===== src/rtl/sweep_pkg.sv =====
// sweep_pkg: shared state encoding, width helper and last-pattern constant for the sweep engine
package sweep_pkg;
    typedef enum logic [1:0] {IDLE, DRIVE, EMIT, DONE} sweep_state_t;
    localparam int MAX_IN = 20;
    localparam logic [MAX_IN-1:0] LAST_PI = '1;
    function automatic int flips_width(input int num_in, input int num_out);
        return num_in + $clog2(num_out + 1);
    endfunction
endpackage


===== src/rtl/sweep_popcount.sv =====
// sweep_popcount: combinational Hamming weight of the approximate/exact output difference
module sweep_popcount #(
    parameter int N = 4
) (
    input  logic [N-1:0]             a,
    input  logic [N-1:0]             b,
    output logic [$clog2(N+1)-1:0]   cnt
);
    localparam int PW = $clog2(N + 1);
    // count the set bits of a^b
    always_comb begin
        cnt = '0;
        for (int i = 0; i < N; i++) cnt = cnt + PW'(a[i] ^ b[i]);
    end
endmodule


===== src/rtl/partition_sweep_engine.sv =====
// partition_sweep_engine: exhaustive pattern sweep with vector streaming and error metrics; SWEEP_WCE_EN adds worst-case error tracking
module partition_sweep_engine
    import sweep_pkg::*;
#(
    parameter int NUM_IN  = 7,
    parameter int NUM_OUT = 4,
    parameter int SETTLE  = 1
) (
    input  logic                                   clk,
    input  logic                                   rst_n,
    input  logic                                   start,
    input  logic                                   abort,
    output logic                                   busy,
    output logic                                   done,
    output logic [NUM_IN-1:0]                      pi_o,
    input  logic [NUM_OUT-1:0]                     po_i,
    input  logic [NUM_OUT-1:0]                     ref_i,
    output logic                                   vec_valid,
    input  logic                                   vec_ready,
    output logic [NUM_IN-1:0]                      vec_pi,
    output logic [NUM_OUT-1:0]                     vec_po,
    output logic [NUM_IN:0]                        err_count,
    output logic [flips_width(NUM_IN, NUM_OUT)-1:0] bit_flips
`ifdef SWEEP_WCE_EN
    ,
    output logic [NUM_OUT-1:0]                     wce
`endif
);
    localparam int FW = flips_width(NUM_IN, NUM_OUT);
    localparam int PW = $clog2(NUM_OUT + 1);
    localparam int CW = $clog2(SETTLE + 1);
    localparam int EW = NUM_IN + 1;

    sweep_state_t state, nxt;
    logic [CW-1:0] cnt;
    logic [PW-1:0] pop;
    logic go, cap, hs, last;

    assign go        = (state == IDLE || state == DONE) && start;
    assign busy      = state == DRIVE || state == EMIT;
    assign done      = state == DONE;
    assign vec_valid = state == EMIT;
    assign last      = pi_o == LAST_PI[NUM_IN-1:0];
    assign cap       = state == DRIVE && !abort && cnt == CW'(SETTLE - 1);
    assign hs        = state == EMIT && !abort && vec_ready;

    sweep_popcount #(.N(NUM_OUT)) u_pop (.a(po_i), .b(ref_i), .cnt(pop));

    // state register
    always_ff @(posedge clk or negedge rst_n)
        if (!rst_n) state <= IDLE;
        else state <= nxt;

    // next state: start beats abort when idle, abort beats handshake when busy
    always_comb begin
        nxt = state;
        nxt = go ? DRIVE :
              busy && abort ? IDLE :
              cap ? EMIT :
              hs ? (last ? DONE : DRIVE) : state;
    end

    // pattern, settle counter, captured vector and error accumulators
    always_ff @(posedge clk or negedge rst_n) begin
        if (!rst_n) begin
            pi_o      <= '0;
            cnt       <= '0;
            vec_pi    <= '0;
            vec_po    <= '0;
            err_count <= '0;
            bit_flips <= '0;
        end else if (go) begin
            pi_o      <= '0;
            cnt       <= '0;
            err_count <= '0;
            bit_flips <= '0;
        end else if (cap) begin
            cnt       <= '0;
            vec_pi    <= pi_o;
            vec_po    <= po_i;
            err_count <= err_count + EW'(|(po_i ^ ref_i));
            bit_flips <= bit_flips + FW'(pop);
        end else if (state == DRIVE && !abort) begin
            cnt <= cnt + CW'(1);
        end else if (hs && !last) begin
            pi_o <= pi_o + NUM_IN'(1);
        end
    end

`ifdef SWEEP_WCE_EN
    logic [NUM_OUT-1:0] diff;
    assign diff = po_i >= ref_i ? po_i - ref_i : ref_i - po_i;
    // running maximum of the unsigned absolute output error
    always_ff @(posedge clk or negedge rst_n)
        if (!rst_n) wce <= '0;
        else if (go) wce <= '0;
        else if (cap && diff > wce) wce <= diff;
`endif
endmodule

===== config.mk =====
export PLATFORM = sky130hd
export DESIGN_NAME = partition_sweep_engine
export DESIGN_NICKNAME = d
export VERILOG_FILES = /design/src/rtl/sweep_pkg.sv /design/src/rtl/sweep_popcount.sv /design/src/rtl/partition_sweep_engine.sv
export SDC_FILE = /design/constraint.sdc
export NUM_CORES = 1
export LEC_CHECK = 0
export ABC_AREA = 0
export BUFFER_PORTS_ARGS = -buffer_cell sky130_fd_sc_hd__buf_2
export CORE_ASPECT_RATIO = 1.2
export CORE_MARGIN = 2
export CORE_UTILIZATION = 53
export CTS_CLUSTER_SIZE = 30
export DETAILED_ROUTE_END_ITERATION = 6
export GPL_TIMING_DRIVEN = 0
export PLACE_DENSITY = 0.77
export SETUP_SLACK_MARGIN = 0.02
export SYNTH_ARGS = -nofsm -noshare
export SYNTH_HDL_FRONTEND = slang
export SYNTH_HIERARCHICAL = 1
export SYNTH_SLANG_ARGS = --single-unit

===== constraint.sdc =====
create_clock -name clk -period 2.29 [get_ports clk]
set_input_delay 0 -clock clk [delete_from_list [all_inputs] [get_ports clk]]
set_output_delay 0 -clock clk [all_outputs]
set_load 0.01 [all_outputs]

==> metrics.yaml, run 1 <==
synth_top_area_frac: 0.470
synth_top_family_by_area: "simple AND/OR/NAND/NOR gates"
crit_path_end: "bit_flips[8]$_DFFE_PN0P_"
syn_nets: 222
yosys_warnings: 6
swShare: 0.367
io_pins: 52
seq_area_frac_synth: 0.470
die_y_um: 72.6
antenna_found_initial: 0
gp_routability_congestion: 0.843
whs_ns: 0.0314
intPower_mw: 1.40
cts_num_sinks: 39
crit_type: "input pin to flip-flop"
synth_area_leaders: "dfrtp_1, ha_1, mux2_2, xnor2_1, xor2_1"
reg2reg_from: "state[0]$_DFFE_PN0P_"
ir_drop_uv: 448
drtPass1Iterations: 4
dp.cells: 299
relSlewSlack: 0.425
startpoint: "po_i[0]"
final_cell_mix: "buf_2, dfrtp_1, nor2_1"
ys_types: 38
finalCriticalPeriod_ns: 2.22
critical_path_required_ns: 2.51
hold_viol_final: 0
synth_compound_area_frac: 0.0940
r2r_setup_slack_ns: 0.36
ff2ff_path_depth: 6
core_mm2: 0.00369
busiest_layer: "met2"
seq_power_share: 0.392
setup_viol: 0
dieArea_mm2: 0.00444
syn_area_mm2: 0.00208
vias: 1652
syn_inst: 196
p_clk_frac: 0.201
cap_viol_max_count: 0
synth-simple-area-share: 0.157
crit_path_start_kind: "input pin"
cts_buffer_depth: 2
viasPerCell: 5.29
wl_per_cell_um: 15.0
tightest_slew_ns: 0.863
drt_iter0_markers: 127
clock.fmax_mhz: 450
synth-xor-area-share: 0.0928
groute.layer.met3.usage: 0.0355
insertedDiodeCount: 0
synthAdderAreaFrac: 0.0855
initial_core_util: 0.562
use_met2: 0.350
numCtsBuffers: 5
status: "finished clean"
wirelength_um: 4690
p_comb_frac: 0.407
path_max_fanout: 3
rows: 24
p_leak_nw: 1.34
skew_ns: 0.00945
fin_crit_sh: 0.970
crit_arrival_ns: 2.44
syn_avg_cell_area_um2: 10.6
drc: 0
slew_viol_final: 0
layout_commonest_cell: "buf_2"
synth_seq_cells: 39
drive_gt1_frac: 0.365
hold_class: "input pin to flip-flop"
clk_pin_slew_ns: 0.07
muxShareOfSynthArea: 0.0645
fill_cells: 283
nets: 285
overflow: 0
die_x_um: 61.1
htree_levels: 2
grt_pass1_wl_um: 7230
yosysTopAreaCell: "dfrtp_1"
use_met1: 0.285
reg2reg_to: "bit_flips[4]$_DFFE_PN0P_"
ant_nets: 0
instances_no_fill: 312
clock_latency_ns: 0.29
dpl.hpwl_um: 3160
place.port_buffers: 51
grt_usage: 0.216
worst_setup_path_end_kind: "flip-flop"
grt_pass1_vias: 1638
grt_max_degree: 40
p_per_area_mw_per_mm2: 839
cts_tree: "done"
area_growth_pct: 27.0
cts-root-buf: "clkbuf_8"
switching_power_uw: 812
cell usage after synthesis:
master	count
or3b_4	1
a41o_1	1
and3b_2	1
nor3b_2	1
o211ai_1	3
buf_2	2
ha_1	11
o21ai_0	8
nor2_1	21
or4_1	2
buf_6	1
a21oi_1	9
nand3_1	6
mux2_2	11
nor3_1	2
nand2_1	17
fa_1	2
a211oi_1	3
nand4_1	4
and3_1	4
a31oi_1	1
nor2b_1	1
xor2_1	10
o31ai_1	1
or3_1	2
o211ai_2	1
a41oi_1	1
mux2i_1	1
a21o_1	1
dfrtp_1	39
and4bb_2	1
clkbuf_8	1
nor2_2	1
clkbuf_1	1
inv_1	10
a211oi_2	1
and2_1	1
xnor2_1	12
cell families after synthesis:
family                   after synthesis
AND/OR/NAND/NOR                       65
flip-flops                            39
AO/OA/AOI/OAI                         30
XOR/XNOR                              22
buffers and inverters                 15
adder cells (fa/ha/maj)               13
multiplexers                          12
flip-flops by register name (all words and copies together), names as in the netlist:
signal and cells:
state 2, vec_pi 7, cnt 1, err_count 8
pi_o 7, bit_flips 10, vec_po 4
power by group through the flow:
stage / logic (mW) / clock network (mW) / registers [mW]
6_report: 0.902 / 0.446 / 0.868
5_1_grt: 0.989 / 0.490 / 0.887
4_1_cts: 0.824 / 0.456 / 0.864
3_5_place_dp: 0.820 / 0 / 0.879
3_3_place_gp: 0.798 / 0 / 0.876
2_1_floorplan: 0.516 / 0 / 0.911
through the flow:
| stage | power (mW) | worst slack (ns) | util | instance area [um^2] | setup TNS, ns |
|---|---|---|---|---|---|
| after floorplan | 1.43 | 0.0175 | - | 2100 | 0 |
| after global placement | 1.67 | -0.218 | 0.654 | 2420 | -0.742 |
| after detailed placement | 1.70 | -0.241 | 0.654 | 2420 | -0.952 |
| after CTS | 2.14 | 0.0576 | 0.682 | 2520 | 0 |
| after global routing | 2.37 | -0.00464 | 0.714 | 2640 | -0.00464 |
| final | 2.22 | 0.0679 | 0.714 | 2640 | 0 |
worst min-delay path by stage:
stage	startpoint	endpoint	slack (ns)	cells after the start
global placement	rst_n	bit_flips[8]$_DFFE_PN0P_	0.16	1
CTS	po_i[0]	vec_po[0]$_DFFE_PN0P_	0.002	2
detailed placement	rst_n	bit_flips[8]$_DFFE_PN0P_	0.16	1
global route	po_i[3]	vec_po[3]$_DFFE_PN0P_	0.02	2
floorplan	rst_n	bit_flips[0]$_DFFE_PN0P_	-0.30	0
finish	po_i[3]	vec_po[3]$_DFFE_PN0P_	0.03	2
final cells by class:
class                           count  area [um^2]  share of cell area
Clock buffer                        7         76.3              0.0289
Clock inverter                      1         5.00             0.00190
Multi-Input combinational cell    142         1120               0.425
Sequential cell                    39          976               0.370
Inverter                           10         37.5              0.0142
Timing Repair Buffer               56          319               0.121
Buffer                              5         38.8              0.0147
Tap cell                           52         65.1              0.0247
layer usage:
metal | part of all wire | wire, um | vias to the layer above
met5 | 0 | 0 | -
met2 | 0.52 | 2430 | 37
met1 | 0.43 | 2030 | 805
met4 | 0.015 | 68 | 0
li1 | - | - | 803
met3 | 0.035 | 162 | 7
critical path, stage by stage:
cell and delay [ns]:
buf_8 0.11, xnor2_4 0.14, fa_1 0.55, inv_2 0.05
ha_4 0.16, ha_4 0.26, inv_2 0.04, fa_2 0.38
nor2b_4 0.16, o21ai_2 0.08, or3_1 0.39, a21oi_2 0.13
repair_timing:
| item | in CTS | in global routing |
|---|---|---|
| resized for setup | 0 | 19 |
| hold buffers | 2 | 1 |
| setup endpoints to repair | 0 | 3 |
| setup buffers | 0 | 2 |
| endpoints found under the hold margin | 40 | 1 |
No activity file was read; power rests on OpenSTA's default activity.
==> run 2, diff against run 1 <==
Settings changed: CELL_PAD_IN_SITES_DETAIL_PLACEMENT set to 1, CELL_PAD_IN_SITES_GLOBAL_PLACEMENT set to 1, CORE_MARGIN 2 to not set, CORE_UTILIZATION 53 to 40, PLACE_DENSITY 0.77 to 0.75.
==> metrics.yaml, run 2 (synthesis gave the netlist of run 1 again) <==
status: "finished clean"
path_max_fanout: 3  # unchanged
clock_latency_ns: 0.29  # about the same
wl_per_cell_um: 15.5  # +3.5%
p_clk_frac: 0.220  # +0.019
grt_pass1_vias: 1713  # +4.6%
rsz0062_at_grt: "yes"
place.port_buffers: 51  # unchanged
final_cell_mix: "buf_2, dfrtp_1, nor2_1"
cts-root-buf: "clkbuf_8"
cts_buffer_depth: 2  # unchanged
initial_core_util: 0.418  # -0.145
die_y_um: 80.9  # +12%
core_mm2: 0.00497  # +35%
clk_pin_slew_ns: 0.08  # about the same
viasPerCell: 5.19  # -1.9%
p_leak_nw: 1.36  # +1.2%
crit_path_start_kind: "input pin"
gp_routability_congestion: 0.727  # -14%
fin_area_mm2: 0.00272  # +3.1%
worst_setup_path_end_kind: "flip-flop"
nets: 287  # +0.70%
htree_levels: 2  # unchanged
swShare: 0.363  # -0.00407
drt_iter0_markers: 26  # -80%
use_met1: 0.232  # -0.0523
insertedDiodeCount: 0  # unchanged
vias: 1672  # +1.2%
fin_crit_sh: 0.983  # +0.0124
largest_reg_flops: 10  # unchanged
overflow: 0  # unchanged
area_growth_pct: 31.0
ff2ff_path_depth: 6  # unchanged
hold_class: "input pin to flip-flop"
grt_usage: 0.197  # -0.0187
intPower_mw: 1.49  # +6.0%
placed_area_mm2: 0.00243  # +0.41%
setup_viol: 0  # unchanged
cap_viol_max_count: 0  # unchanged
antenna_found_initial: 0  # unchanged
numCtsBuffers: 5  # unchanged
setup_tns_ns: 0  # unchanged
finalCriticalPeriod_ns: 2.25  # +0.0285 ns
switching_power_uw: 846  # +4.1%
crit_type: "input pin to flip-flop"
cts_num_sinks: 39  # unchanged
drc: 0  # unchanged
cts_tree: "done"
tightest_slew_ns: 0.883  # +0.0203 ns
groute.layer.met3.usage: 0.0478  # +0.0123
instances_no_fill: 322  # +3.2%
dieArea_mm2: 0.00549  # +24%
layout_commonest_cell: "buf_2"
io_pins: 52  # unchanged
critical_path_required_ns: 2.52  # about the same
p_per_area_mw_per_mm2: 857  # +2.1%
ant_nets: 0  # unchanged
relSlewSlack: 0.411  # -0.0135
skew_ns: 0.00790  # -0.00155 ns
clock.fmax_mhz: 444  # -1.3%
wirelength_um: 5010  # +6.8%
grt_pass1_wl_um: 7950  # +9.9%
dp.cells: 307  # +2.7%
largest-register: "bit_flips"
final_util: 0.547  # -0.167
drive_gt1_frac: 0.378  # +0.0125
die_x_um: 67.8  # +11%
use_met2: 0.351  # +0.00160
hold_viol_final: 0  # unchanged
p_comb_frac: 0.402  # -0.005
busiest_layer: "met2"
slew_viol_final: 0  # unchanged
grt_max_degree: 40  # unchanged
fill_cells: 547  # +93%
hold_path_depth: 2  # unchanged
seq_power_share: 0.378  # -0.014
ir_drop_uv: 400  # -11%
top_regs: "bit_flips (10), err_count (8)"
rows: 28  # +17%
dpl.hpwl_um: 3520  # +11%
drtPass1Iterations: 3  # -1
crit_arrival_ns: 2.48  # +0.04 ns
run 2: cell count changes in the layout (fill, tap and decap cells not counted), moves of 2 or more:
cell | before | now
dlygate4sd3_1 | 3 | 5
buf_6 | 2 | 4
a21oi_1 | 8 | 6
ha_1 | 8 | 6
clkbuf_8 | 6 | 8
a21oi_2 | 1 | 3
run 2: critical path: stages:
cell,delay (ns)
buf_6,0.11
xnor2_4,0.14
fa_1,0.54
inv_1,0.06
ha_2,0.35
ha_4,0.14
inv_1,0.05
fa_2,0.37
nor2b_4,0.13
o21ai_2,0.06
or3_1,0.38
a21oi_2,0.14
run 2: path summary, 6_finish.rpt:
kind	from	endpoint	slack, ns
setup / recovery	po_i[0]	bit_flips[8]$_DFFE_PN0P_	0.04
max in group asynchronous	rst_n	err_count[5]$_DFFE_PN0P_	1.36
hold reg to reg	vec_po[2]$_DFFE_PN0P_	vec_po[2]$_DFFE_PN0P_	0.50
hold / removal	po_i[3]	vec_po[3]$_DFFE_PN0P_	0.02
min in group asynchronous	rst_n	bit_flips[9]$_DFFE_PN0P_	0.36
setup reg to reg	state[1]$_DFFE_PN0P_	bit_flips[9]$_DFFE_PN0P_	0.25
run 2: per-stage QoR:
step / setup slack [ns] / hold WS (ns) / total power [mW]
after detailed placement: -0.291 / 0.177 / 1.72
after global placement: -0.234 / 0.174 / 1.69
after CTS: 0.0270 / 0.0121 / 2.26
after global routing: -0.0398 / 0.0118 / 2.50
after floorplan: 0.0175 / -0.296 / 1.43
final: 0.0394 / 0.0183 / 2.33
run 2: timing repair:
| item | in CTS | in global routing |
|---|---|---|
| hold buffers | 5 | 0 |
| endpoints found under the setup margin | 1 | 4 |
| pin swaps | 0 | 9 |
| resized for setup | 1 | 22 |
| buffers inserted | 0 | 2 |
| hold endpoints to repair | 43 | 0 |
run 2: cell type report:
class                      count  area [um^2]  area share
multi-input combinational    142         1150       0.424
sequential                    39          976       0.359
inverter                      10         37.5      0.0138
clock buffer                   8          100      0.0368
tap                           60         75.1      0.0276
buffer                         5         38.8      0.0143
timing repair buffer          58          339       0.125
run 2: layer usage:
layer	up-vias	wire [um]
met2	38	2610
li1	806	-
met1	823	2150
met4	0	51
met3	5	192
met5	-	0
run 2: power by group through the flow:
stage | logic (mW) | clock network, mW | registers (mW)
final | 0.937 | 0.514 | 0.882
after CTS | 0.860 | 0.531 | 0.871
after detailed placement | 0.841 | 0 | 0.884
after global routing | 1.05 | 0.559 | 0.894
after floorplan | 0.516 | 0 | 0.911
after global placement | 0.816 | 0 | 0.877
